**src/rtl/alu_share_pkg.sv**
```systemverilog
// Shared types and constants for the two-requester ALU share controller.
// Optional grant statistics are built when ALU_SHARE_STATS_EN is defined.
package alu_share_pkg;

  localparam int DATA_W_DEF = 32;
  localparam int OP_W_DEF   = 6;

  typedef enum logic [1:0] {
    IDLE,
    EXEC,
    RESP
  } state_t;

  localparam logic [5:0] OP_RTYPE = 6'd0;
  localparam logic [5:0] OP_ADDI  = 6'd1;
  localparam logic [5:0] OP_XORI  = 6'd4;

  localparam logic [5:0] FN_ADD = 6'd0;
  localparam logic [5:0] FN_SUB = 6'd2;
  localparam logic [5:0] FN_XOR = 6'd10;

endpackage

```
**src/rtl/alu_share_ctrl_rr_arb2.sv**
```systemverilog
// Two-way round-robin arbiter; the winner of the last accept loses a tie.
// Reset leaves last_grant at 1 so requester 0 wins the first tie.
module rr_arb2 (
  input  logic       clk,
  input  logic       rst,
  input  logic [1:0] valid,
  input  logic       update,
  output logic [1:0] grant
);

  logic last_grant;

  always_comb begin
    grant = valid;
    if (&valid) grant = last_grant ? 2'b01 : 2'b10;
  end

  always_ff @(posedge clk or posedge rst) begin
    if (rst) last_grant <= 1'b1;
    else if (update) last_grant <= grant[1];
  end

endmodule

```
**src/rtl/alu_share_ctrl.sv**
```systemverilog
// Shares one ALU between two requesters, one operation in flight at a time.
// Define ALU_SHARE_STATS_EN to add saturating per-requester grant counters.
module alu_share_ctrl
  import alu_share_pkg::*;
#(
  parameter int DATA_W = DATA_W_DEF,
  parameter int OP_W   = OP_W_DEF
) (
  input  logic              clk,
  input  logic              rst,
  input  logic              req0_valid,
  output logic              req0_ready,
  input  logic [OP_W-1:0]   req0_opcode,
  input  logic [OP_W-1:0]   req0_funct,
  input  logic [DATA_W-1:0] req0_a,
  input  logic [DATA_W-1:0] req0_b,
  input  logic              req1_valid,
  output logic              req1_ready,
  input  logic [OP_W-1:0]   req1_opcode,
  input  logic [OP_W-1:0]   req1_funct,
  input  logic [DATA_W-1:0] req1_a,
  input  logic [DATA_W-1:0] req1_b,
  output logic [OP_W-1:0]   alu_opcode,
  output logic [OP_W-1:0]   alu_funct,
  output logic [DATA_W-1:0] alu_srca,
  output logic [DATA_W-1:0] alu_srcb,
  input  logic [DATA_W-1:0] alu_out,
  input  logic              alu_flag,
  output logic              rsp_valid,
  input  logic              rsp_ready,
  output logic              rsp_id,
  output logic [DATA_W-1:0] rsp_data,
  output logic              rsp_flag
`ifdef ALU_SHARE_STATS_EN
  ,
  output logic [15:0]       grant_cnt0,
  output logic [15:0]       grant_cnt1
`endif
);

  state_t     state, state_nx;
  logic [1:0] grant;
  logic       idle;
  logic       accept;

  // Ready is masked during reset so nothing is accepted while it is held.
  assign idle       = (state == IDLE) && !rst;
  assign req0_ready = idle && grant[0];
  assign req1_ready = idle && grant[1];
  assign accept     = req0_ready || req1_ready;

  rr_arb2 u_arb (
    .clk    (clk),
    .rst    (rst),
    .valid  ({req1_valid, req0_valid}),
    .update (accept),
    .grant  (grant)
  );

  always_comb begin
    state_nx = state;
    unique case (state)
      IDLE:    if (accept) state_nx = EXEC;
      EXEC:    state_nx = RESP;
      RESP:    if (rsp_ready) state_nx = IDLE;
      default: state_nx = IDLE;
    endcase
  end

  always_ff @(posedge clk or posedge rst) begin
    if (rst) state <= IDLE;
    else state <= state_nx;
  end

  always_ff @(posedge clk or posedge rst) begin
    if (rst) begin
      alu_opcode <= '0;
      alu_funct  <= '0;
      alu_srca   <= '0;
      alu_srcb   <= '0;
      rsp_valid  <= 1'b0;
      rsp_id     <= 1'b0;
      rsp_data   <= '0;
      rsp_flag   <= 1'b0;
    end else begin
      if (accept) begin
        alu_opcode <= grant[1] ? req1_opcode : req0_opcode;
        alu_funct  <= grant[1] ? req1_funct : req0_funct;
        alu_srca   <= grant[1] ? req1_a : req0_a;
        alu_srcb   <= grant[1] ? req1_b : req0_b;
        rsp_id     <= grant[1];
      end
      if (state == EXEC) begin
        rsp_data  <= alu_out;
        rsp_flag  <= alu_flag;
        rsp_valid <= 1'b1;
      end
      if (state == RESP && rsp_ready) rsp_valid <= 1'b0;
    end
  end

`ifdef ALU_SHARE_STATS_EN
  always_ff @(posedge clk or posedge rst) begin
    if (rst) begin
      grant_cnt0 <= '0;
      grant_cnt1 <= '0;
    end else begin
      if (req0_ready && grant_cnt0 != 16'hFFFF)
        grant_cnt0 <= grant_cnt0 + 16'd1;
      if (req1_ready && grant_cnt1 != 16'hFFFF)
        grant_cnt1 <= grant_cnt1 + 16'd1;
    end
  end
`endif

endmodule

```
**config.mk**
```make
export PLATFORM = sky130hd
export DESIGN_NAME = alu_share_ctrl
export DESIGN_NICKNAME = d
export VERILOG_FILES = /design/src/rtl/alu_share_pkg.sv /design/src/rtl/alu_share_ctrl_rr_arb2.sv /design/src/rtl/alu_share_ctrl.sv
export SDC_FILE = /design/constraint.sdc
export NUM_CORES = 1
export LEC_CHECK = 0
export BUFFER_PORTS_ARGS = -buffer_cell sky130_fd_sc_hd__buf_2
export CAP_MARGIN = 20
export CORE_AREA = 2 2 118 120
export CTS_BUF_LIST = sky130_fd_sc_hd__clkbuf_8
export CTS_CLUSTER_DIAMETER = 40
export DETAILED_ROUTE_END_ITERATION = 12
export DIE_AREA = 0 0 120 122
export GPL_ROUTABILITY_DRIVEN = 1
export GPL_TIMING_DRIVEN = 0
export PLACE_DENSITY = 0.71
export SLEW_MARGIN = 15
export SYNTH_ARGS = -nofsm -noshare
export SYNTH_HDL_FRONTEND = slang
export SYNTH_SLANG_ARGS = --single-unit
export TNS_END_PERCENT = 20
```
**constraint.sdc**
```tcl
create_clock -name clk -period 5.2 [get_ports clk]
set_input_delay 0.52 -clock clk [delete_from_list [all_inputs] [get_ports clk]]
set_output_delay 0.52 -clock clk [all_outputs]
set_load 0.005 [all_outputs]
```
==> results.cfg <==
[cts]
cts_root_buf = clkbuf_8
postCtsHoldBufs = 0
worstSkewPairLatency_ps = 430
ctsResizeCount = 0
postCtsSetupRepairBufs = 0
cts_tree = done
cts.clk_slew.worst_paths_ps = 70
cts_buffers = 17
clockBufferDepth = 2
cts.sinks = 114
htree_levels = 4

[routing]
drc_errors = 0
viasPerCell = 5.34
drtIter0Drc = 184
drt-pass1-iter-count = 4
wl_per_cell_um = 18.4
vias = 4705
drtAntennaViolNets = 0
wl_um = 16200

[flow_run]
drv_cap = 0

[logic_synthesis]
ys.flop_type = dfrtp_1
synth_cell_types = 27
ys_warn_count = 0
yosysMostFrequentCell = dfrtp_1
synth_area_per_cell_um2 = 13.6
syn_area_um2 = 4980
synth_area_leaders = dfrtp_1 57%, o32ai_1 13%, a2bb2oi_1 12%
synth-edff-count = 0
synth_seq_cells = 114
syn_inst = 366
synth_area_leader_cell = dfrtp_1
synth_common_cells = 113 x dfrtp_1, 76 x o32ai_1, 66 x a2bb2oi_1
synthArstFlopShare_pct = 100
syn-num-nets = 556
seq_area_frac_synth_pct = 57.3
synth_top_area_share_pct = 56.8

[timing]
setup_viol = 0
post-route-min-period_ps = 2300
holdWs_ps = 124
final.setup.tns_ps = 0
hold_viol = 0
slew_headroom_pct = 56.0
rsz0062_at_grt = false
finalMaxSlewViolations = 0
finalCritPeriodShare_pct = 44.3
max_freq_ghz = 0.434
tightestPinTransition_ps = 661
final.setup_skew_ps = 7.69

[cells_and_area]
nNetsFinal = 878
fillers = 1209
syn2layout_area_growth_pct = 44.0
layoutNonFillerInstCount = 881
diodes = 0
postLayoutCoreUtil_pct = 53.1
layout-drive-gt1-share_pct = 57.6

[worst_setup_path]
cp_data_arrival_time_ps = 1780
timing.rr.start = state[0]$_DFFE_PP0P_
path_class = input pin to output pin
r2r_slack_ps = 3240
timing.rr.end = alu_srcb[6]$_DFFE_PP0P_
endpoint_kind = output pin
rr_worst_depth = 4
required_ps = 4680
path_max_fanout = 10
cp-start-kind = input pin

[place]
numPortBuffers = 302
dp_cells = 849
gp_congestion = 0.843
dp_hpwl_um = 12200

[die]
start_util_pct = 36.9
placementRows = 43
die_x_um = 120
dieArea_um2 = 14600
core-area_um2 = 13500
dieHeight_um = 122
ios = 303

[global_routing]
track_usage_pct = 22.2
overflow = 0
grt_max_degree = 70
antenna_found_initial = 0
grt_pass1_wl_um = 25100
grt_pass1_vias = 4877

[power_and_ir_drop]
power.internal_mw = 2.61
ir_drop_v = 0.000341
p_sw_mw = 1.22
seq_power_share_pct = 40.4
power_mw = 3.83
combPwrFrac_pct = 36.8
power_density_nw_per_um2 = 534
p_leak_nw = 3.29
swShare_pct = 31.9
power_frac_clock_pct = 22.8

[min_path]
min_path_type = input pin to asynchronous set/reset pin

[status]
status = completed
## how the worst max path moves through the flow
stage,startpoint,end,slack (ps),cells past startpoint
3_5_place_dp,req0_valid,req0_ready,2860,6
5_1_grt,req0_valid,req0_ready,2760,6
2_1_floorplan,rst,alu_funct[0]$_DFFE_PP0P_,1670,1
3_3_place_gp,rst,alu_srca[8]$_DFFE_PP0P_,510,2
4_1_cts,req0_valid,req0_ready,2860,6
6_report,req0_valid,req0_ready,2900,6
## per-stage QoR
stage               cell area [um2]  worst slack [ps]
floorplan                      4980              1670
global placement               6720               505
detailed placement             6750              2860
CTS                            7170              2860
global route                   7170              2760
finish                         7170              2900
## power groups by stage
stage / clock network (mW) / logic, mW / registers, mW
6_report: 0.873 / 1.41 / 1.55
5_1_grt: 0.941 / 1.54 / 1.60
4_1_cts: 0.895 / 1.43 / 1.55
3_5_place_dp: 0 / 1.43 / 1.55
3_3_place_gp: 0 / 1.38 / 1.53
2_1_floorplan: 0 / 0.709 / 1.57
## critical path: stages
cell and delay (ps):
buf_2 110, clkinv_1 240, buf_2 300, buf_1 240, nor3_1 210, buf_2 150
## registers in the layout, indices dropped and copies added, names as in the netlist
name	count
rsp_data	32
alu_funct	6
u_arb.last_grant	1
alu_srcb	32
state	2
rsp_flag	1
rsp_id	1
alu_srca	32
rsp_valid	1
alu_opcode	6
## per-layer routing
metal	vias to the layer above	wire (um)	GRT usage, %
li1	2145	-	-
met1	2289	6410	25.9
met2	235	8060	37.5
met3	36	1250	7.07
met4	0	452	9.93
met5	-	0	0
## cells in the final DEF (no fill, tap or decap), drive strengths merged
master and count:
buf 324, dfrtp 113, o32ai 76, a2bb2oi 76, clkbuf 46, mux2 33, clkinv 6, a21oi 3
bufinv 3, nor2 3, inv 3, nor2b 2, clkinvlp 2, nor3 2, or3 1, a21bo 1
and2 1, a211o 1, nand2 1, a31oi 1, nor3b 1, or2 1, dfstp 1
## final cells by class
type	instances	area, um2	share of cell area [%]
plain buffers	46	230	3.21
clock inverters	11	134	1.87
multi-input cells	203	1890	26.3
inverters	3	16.3	0.227
repair buffers	303	1540	21.5
clock buffers	21	289	4.03
well taps	180	225	3.14
flip-flops and latches	114	2850	39.8
## cell families (layout without fill, tap and decap cells)
group,Yosys count,count (layout),share of synthesized area (%)
and+or+nand+nor,12,12,1.63
muxes,33,33,7.46
AOI/OAI and AO/OA,158,158,28.8
DFF,114,114,57.3
buffers and inverters,49,384,4.85
Power figures use the tool's default switching activity.
